File: config.mk
export PLATFORM = sky130hd
export DESIGN_NAME = rcvr_frame_ctrl
export DESIGN_NICKNAME = d
export VERILOG_FILES = /design/src/rtl/rcvr_frame_ctrl.sv
export SDC_FILE = /design/constraint.sdc
export NUM_CORES = 2
export LEC_CHECK = 0
export ABC_CLOCK_PERIOD_IN_PS = 8350
export CORE_MARGIN = 5
export CORE_UTILIZATION = 57
export CTS_CLUSTER_SIZE = 12
export DETAILED_ROUTE_END_ITERATION = 10
export DONT_BUFFER_PORTS = 1
export HOLD_SLACK_MARGIN = 0.05
export PLACE_DENSITY = 0.74
export REMOVE_ABC_BUFFERS = 1
export SLEW_MARGIN = 20
export SYNTH_ARGS = -nofsm -noshare
export SYNTH_HDL_FRONTEND = slang
export SYNTH_SLANG_ARGS = --single-unit
File: constraint.sdc
create_clock -name clk -period 8.35 [get_ports clk]
set_input_delay 1.67 -clock clk [delete_from_list [all_inputs] [get_ports clk]]
set_output_delay 1.67 -clock clk [all_outputs]
set_load 0.01 [all_outputs]
File: src/rtl/rcvr_frame_ctrl.sv
// rcvr_frame_ctrl: receive MAC frame parser with address filter, CRC-8 check and
// a payload FIFO whose writes stay tentative until the frame is judged good.
module rcvr_frame_ctrl #(
   parameter int         DEPTH = 256,
   parameter logic [7:0] BCAST = 8'h2A
) (
   input  logic       clk,
   input  logic       rst,
   input  logic [7:0] mac,
   input  logic [7:0] ack_addr,
   input  logic [7:0] rdata,
   input  logic       rvalid,
   input  logic       cardet,
   input  logic       rerror,
   input  logic       ack_sent,
   input  logic       rrd,
   output logic [7:0] dout,
   output logic       rrdy,
   output logic       ACK_needed,
   output logic [7:0] ack_frame_addr,
   output logic       ACK_received,
   output logic       frame_good,
   output logic [3:0] rerrcnt
);
   localparam int AW = $clog2(DEPTH);
   typedef enum logic [2:0] {IDLE, DEST, SRC, TYPE, DATA, DROP, CHECK} state_t;

   state_t      state_q, state_d;
   logic [7:0]  dest_q, dest_d, src_q, src_d, type_q, type_d, crc_q, crc_d;
   logic [7:0]  ack_frame_addr_q, ack_frame_addr_d;
   logic [1:0]  cnt_q, cnt_d;
   logic [AW:0] rptr_q, rptr_d, wptr_q, wptr_d, tptr_q, tptr_d;
   logic        ack_needed_q, ack_needed_d, ack_rcv_q, ack_rcv_d, good_q, good_d;
   logic [3:0]  errcnt_q, errcnt_d;
   logic [7:0]  mem_q [DEPTH];
   logic        we, err, full, bad, for_us, is_data;

   function automatic logic [7:0] crc8(input logic [7:0] c, input logic [7:0] b);
      logic [7:0] r;
      r = c ^ b;
      for (int i = 0; i < 8; i++) r = r[7] ? ((r << 1) ^ 8'h07) : (r << 1);
      return r;
   endfunction

   assign rrdy           = rptr_q != wptr_q;
   assign dout           = rrdy ? mem_q[rptr_q[AW-1:0]] : 8'h00;
   assign ACK_needed     = ack_needed_q;
   assign ack_frame_addr = ack_frame_addr_q;
   assign ACK_received   = ack_rcv_q;
   assign frame_good     = good_q;
   assign rerrcnt        = errcnt_q;

   // Tentative bytes count against the reader, so committed data is never overwritten
   assign full    = (tptr_q[AW] != rptr_q[AW]) && (tptr_q[AW-1:0] == rptr_q[AW-1:0]);
   assign is_data = (type_q == 8'h30) || (type_q == 8'h32);
   assign bad     = (cnt_q == 2'd0) || (crc_q != 8'h00) ||
                    !(is_data || type_q == 8'h33) || (type_q == 8'h33 && cnt_q != 2'd1);
   assign for_us  = (dest_q == mac) || (dest_q == BCAST);

   always_comb begin
      state_d          = state_q;
      dest_d           = dest_q;
      src_d            = src_q;
      type_d           = type_q;
      crc_d            = crc_q;
      cnt_d            = cnt_q;
      tptr_d           = tptr_q;
      wptr_d           = wptr_q;
      rptr_d           = (rrd && rrdy) ? rptr_q + 1'b1 : rptr_q;
      ack_needed_d     = ack_sent ? 1'b0 : ack_needed_q;
      ack_frame_addr_d = ack_frame_addr_q;
      ack_rcv_d        = 1'b0;
      good_d           = 1'b0;
      we               = 1'b0;
      err              = 1'b0;
      case (state_q)
         IDLE: if (cardet) begin
            state_d = DEST;
            crc_d   = 8'h00;
            cnt_d   = 2'd0;
            tptr_d  = wptr_q;
         end
         DEST, SRC, TYPE, DATA: if (rerror) state_d = DROP;
         else begin
            if (rvalid) begin
               crc_d = crc8(crc_q, rdata);
               if (state_q == DEST) begin
                  dest_d  = rdata;
                  state_d = SRC;
               end else if (state_q == SRC) begin
                  src_d   = rdata;
                  state_d = TYPE;
               end else if (state_q == TYPE) begin
                  type_d  = rdata;
                  state_d = DATA;
               end else if (full) state_d = DROP;
               else begin
                  we     = 1'b1;
                  tptr_d = tptr_q + 1'b1;
                  cnt_d  = (cnt_q == 2'd3) ? cnt_q : cnt_q + 2'd1;
               end
            end
            if (!cardet && state_d != DROP) state_d = CHECK;
         end
         DROP: if (!cardet) begin
            state_d = IDLE;
            err     = 1'b1;
         end
         CHECK: begin
            state_d = IDLE;
            if (bad) err = 1'b1;
            else if (for_us && is_data) begin
               wptr_d = tptr_q - 1'b1;
               good_d = 1'b1;
               if (type_q == 8'h32 && dest_q == mac) begin
                  ack_needed_d     = 1'b1;
                  ack_frame_addr_d = src_q;
               end
            end else if (for_us) ack_rcv_d = (dest_q == mac) && (src_q == ack_addr);
         end
         default: state_d = IDLE;
      endcase
      errcnt_d = (err && errcnt_q != 4'hF) ? errcnt_q + 4'd1 : errcnt_q;
   end

   always_ff @(posedge clk or negedge rst) begin
      if (!rst) begin
         state_q          <= IDLE;
         dest_q           <= 8'h00;
         src_q            <= 8'h00;
         type_q           <= 8'h00;
         crc_q            <= 8'h00;
         cnt_q            <= 2'd0;
         rptr_q           <= '0;
         wptr_q           <= '0;
         tptr_q           <= '0;
         ack_needed_q     <= 1'b0;
         ack_frame_addr_q <= 8'h00;
         ack_rcv_q        <= 1'b0;
         good_q           <= 1'b0;
         errcnt_q         <= 4'h0;
      end else begin
         state_q          <= state_d;
         dest_q           <= dest_d;
         src_q            <= src_d;
         type_q           <= type_d;
         crc_q            <= crc_d;
         cnt_q            <= cnt_d;
         rptr_q           <= rptr_d;
         wptr_q           <= wptr_d;
         tptr_q           <= tptr_d;
         ack_needed_q     <= ack_needed_d;
         ack_frame_addr_q <= ack_frame_addr_d;
         ack_rcv_q        <= ack_rcv_d;
         good_q           <= good_d;
         errcnt_q         <= errcnt_d;
      end
   end

   always_ff @(posedge clk) if (we) mem_q[tptr_q[AW-1:0]] <= rdata;
endmodule

* Word level (Yosys, flattened, before mapping)
Memories as Yosys holds them, arrays and structs flattened.
Cells that the tools add are included.
** Storage, ports and cells
- Memories :: 1
- Output and inout bits :: 24
- RAM bits :: 2048
- Word-level logic and storage cells :: 157
- Bits in registers :: 79
- Bits of input ports :: 31
** Memory list
- mem_q :: words 256, width 8, read ports 1, clocked after Yosys merged registers in 0, write ports 1, line 35 : logic [7:0] mem_q [DEPTH];
** Operators by class
- Bitwise gates (word level) :: 13
- Add/subtract/negate cells :: 5
- Reduce and logical (&&, ||, !) cells :: 30
- Equality and inequality tests :: 28
- Multiplexer cells :: 66
** Operators with widths (count)
- $mux W9 :: 7
- $mux W3 :: 19
- $eq A8 B6 Y1 const B :: 4
- $mux W8 :: 4
- $eq A8 B8 Y1 :: 3
- $not A3 Y3 :: 8
- $mux W1 :: 23
- $add A9 B1 Y9 const B :: 2
- $ne A2 B2 Y1 const B :: 9
- $pmux W9 S2 :: 1
- $mux W2 :: 8
- $pmux W8 S2 :: 1
- $reduce_and A4 Y1 :: 3
- $eq A3 B3 Y1 const B :: 3
- $ne A9 B9 Y1 :: 1
- $pmux W3 S3 :: 1
- $reduce_and A9 Y1 :: 1
- $sub A9 B1 Y9 const B :: 1
- $logic_and A1 B1 Y1 :: 8
- $reduce_and A8 Y1 :: 1
- $reduce_bool A8 Y1 :: 1
- $xor A8 B8 Y8 :: 1
- $eq A3 B2 Y1 const B :: 2
- $logic_or A1 B1 Y1 :: 6
- 20 further kinds :: 24

* Longest topological paths before layout
- Depth after elaboration :: 20
- Mapped depth :: 13
- Depth with buffers taken out :: 8

* Worst setup path after synthesis
Ideal clock, no wire load.
- Path kind :: register to output
- From :: register rptr_q[1]
- To :: output port dout[2]
- Required time :: 6.680 ns
- Cell stages (with the launch flop) :: 10
- Path buffers :: 4
- Arrival time :: 2.658 ns
- Setup slack :: 4.022 ns
- Cell sequence :: dfrtp_1 buf_2 buf_2 clkbuf_1 buf_1 mux4_2 mux4_2 a32oi_1 nand2_1 a32o_1
** Between the ends
- Cells in the longest elaborated chain, start to end :: 2
- Elaborated cells on any way between the ends :: 3
- Those cells by class :: 1 x eq/ne; 1 x mux; 1 x memory
** Ends and longest elaborated chain
- start: declaration :: line 32 : logic [AW:0] rptr_q, rptr_d, wptr_q, wptr_d, tptr_q, tptr_d;
- start signal: assignment :: line 149 : rptr_q <= rptr_d;
- $mem_v2 Z256 W8 or $ne A9 B9 Y1 (tied branches)
- $mux W8 (*) :: line 46 : assign dout = rrdy ? mem_q[rptr_q[AW-1:0]] : 8'h00;
- end: declaration :: line 17 : output logic [7:0] dout,
Mark *: on every way between the ends. The rest lies on a longest branch, timed or not.

* Worst setup path in the final report
- From :: register rptr_q[0]
- To :: output port dout[4]
The elaborated chain is that of the path after synthesis.

==> flow_summary.json <==
{
  "status": "complete, no violations",
  "cts_made_buffers": 206,
  "fmax_mhz": 138,
  "synth_edf_count": 2048,
  "startpoint_type": "flip-flop",
  "wirelength_um": 202000,
  "ctsResizeCount": 0,
  "syn_avg_cell_area_um2": 21.2,
  "clock-sinks": 2127,
  "core_um2": 146000,
  "ys_seq_elements": 2127,
  "dpl.hpwl_um": 116000,
  "cts_tree": "yes",
  "synth_cell_types": 76,
  "first_pass_iters": 6,
  "path_max_fanout": 28,
  "r2r_setup_slack_ns": 2.96,
  "synth_xor_xnor_area_share": 0.00779,
  "grt_pass1_wl_um": 295000,
  "drt_iter0_drc": 5574,
  "holdCritPathClass": "flip-flop to flip-flop",
  "finClkSkew_ns": 0.0305,
  "final-setup-viol-count": 0,
  "ant_nets": 0,
  "initial_utilization": 0.574,
  "die-area_um2": 155000,
  "synth_area_um2": 83800,
  "yosys_warnings": 0,
  "synthAdderAreaFrac": 0.00149,
  "p_leak_uw": 0.0284,
  "dpl_cell_area_um2": 85700,
  "multi_input_area_um2": 19000,
  "clkTransAtPathRegs_ns": 0.06,
  "finalSetupTns_ns": 0,
  "grt_max_degree": 262,
  "place_congestion": 0.862,
  "synthMuxAreaShare": 0.165,
  "end_kind": "output port",
  "slew_viol_final": 0,
  "synth_compound_area_frac": 0.0232,
  "p_per_area_nw_per_um2": 323,
  "ios": 55,
  "vias": 41200,
  "clockRootBuffer": "clkbuf_16",
  "ys_seq_area_frac": 0.757,
  "h-tree-depth": 4,
  "fill_cells": 9467,
  "cts_hold_buf": 0,
  "synth_simple_gate_area_frac": 0.0279,
  "critPathKind": "flip-flop to output port",
  "nNetsFinal": 4054,
  "worst_slew_pin_slew_ns": 1.17,
  "grt_pass1_vias": 41600,
  "pre_cts_slack_ns": 2.11,
  "critPathRequiredTime_ns": 6.68,
  "wl_per_cell_um": 33.5,
  "fin_area_um2": 91500,
  "hold_viol": 0,
  "routed_via_density": 6.81,
  "ys_async_sr_fraction": 0.0371,
  "grt_use_total": 0.262,
  "cp.arrival_ns": 5.56,
  "synth_area_leader_cell": "edfxtp_1",
  "final_cell_mix": "edfxtp_1, mux4_2, nor2_1",
  "ir_drop_uv": 294,
  "synth_area_leaders": "edfxtp_1, mux4_2, dfrtp_1",
  "dieHeight_um": 393,
  "drive_above_1_share": 0.227,
  "insertion_delay_ns": 0.83,
  "layout.area.seq_um2": 63500,
  "post_cts_buffers": 0,
  "layout.cells.non_filler": 6043,
  "netlist_instances": 3962,
  "drc_errors": 0,
  "clockBufferDepth": 3,
  "layout_min_cycle_time_ns": 7.23,
  "finalCritPeriodShare": 0.866,
  "ys.flop_type": "edfxtp_1",
  "die_w_um": 393,
  "max_cap_viol_count": 0,
  "fin_ws_ns": 1.12,
  "synth_top_area_share": 0.734,
  "synth_top_family_by_area": "multiplexers",
  "rows": 140,
  "placed_cells": 5722,
  "max_slew_margin": 0.215,
  "grt.overflow.total": 0,
  "antenna_found_initial": 5,
  "io_buffers": 0,
  "rsz0062_at_grt": "no",
  "area_growth_pct": 9.15,
  "final_common_cell": "edfxtp_1"
}
-- worst max-delay path, cell delays in order (launching register included) --
cell and delay, ns:
dfrtp_4 0.96, buf_4 0.54, mux4_2 0.57, nor2b_1 0.14, a2111oi_0 0.96, nor4_1 0.26, nor4_1 0.81, a2111oi_2 0.25
buf_4 0.23
-- layer usage --
metal,up-vias,share of wire,GRT usage
met5,-,0.00015,0
met1,21600,0.37,0.368
met4,4,0.037,0.0892
met3,426,0.12,0.0764
li1,16500,-,-
met2,2604,0.47,0.402
-- stage by stage --
stage                      util  hold slack, ns  total power [uW]
after CTS                 0.627           0.491             29500
after detailed placement  0.587           0.496             21300
final                     0.627           0.508             29500
after floorplan               -           0.480             18900
after global routing      0.627           0.504             30500
after global placement    0.587           0.491             21300
-- synthesized netlist by cell type (3+ instances only) --
cell	count
a2111oi_0	9
a211oi_1	13
a21o_1	4
a21oi_1	51
a221oi_1	11
a22o_1	13
a22oi_1	47
and2_1	7
and3_1	5
buf_1	22
buf_2	55
buf_4	30
buf_6	31
buf_8	5
clkbuf_1	84
dfrtp_1	79
edfxtp_1	2048
ha_1	10
inv_1	16
mux2_2	56
mux2i_1	78
mux4_2	553
nand2_1	106
nand2b_1	8
nand3_1	22
nand3b_1	3
nand4_1	13
nor2_1	310
nor2b_1	15
nor3_1	16
nor3b_1	4
nor4_1	16
o2111ai_1	3
o211ai_1	12
o21ai_0	36
o221ai_1	12
o22ai_1	19
o31a_1	6
o31ai_1	7
o41ai_1	3
or2_2	4
xnor2_1	53
xor2_1	19
-- area by class of cell --
class,instances,share of cell area
Sequential cell,2127,0.694
Multi-Input combinational cell,1588,0.208
Clock buffer,274,0.0598
Tap cell,1917,0.0262
Timing Repair Buffer,71,0.00774
Clock inverter,45,0.00368
Inverter,19,0.000780
Antenna cell,2,0.0000547
-- power by group --
group          switching, uW  total [uW]  internal, uW
registers                417       12300         11800
clock network           3750        8320          4580
logic                   5200        8970          3770
total                   9360       29500         20200
-- registers in the layout (all words and copies together), names as in the netlist, 2 cells and up --
register        cells
rptr_q              9
wptr_q              9
cnt_q               2
dest_q              8
state_q             3
type_q              8
mem_q            2048
tptr_q              9
crc_q               8
src_q               8
ack_frame_addr      8
rerrcnt             4
-- path summary, 6_finish.rpt --
path                            cells past startpoint       endpoint  startpoint
worst max-delay path                                8        dout[4]   rptr_q[0]
max in group asynchronous                           0      rptr_q[0]         rst
min in group asynchronous                           0      rptr_q[7]         rst
worst min-delay path                                1      type_q[7]   type_q[7]
worst min register to register                      1      type_q[7]   type_q[7]
worst max register to register                      8  mem_q[181][2]   rptr_q[3]
-- logic make-up (layout without fill, tap and decap cells) --
kind of cell	after synthesis	count (layout)
other cells	0	2
mux	687	687
fa+ha+maj	10	10
simple gates	541	541
buf+inv	247	409
xor+xnor	73	73
flops	2127	2127
compound gates	277	277
Note: power is estimated with default switching activity, not from simulation.
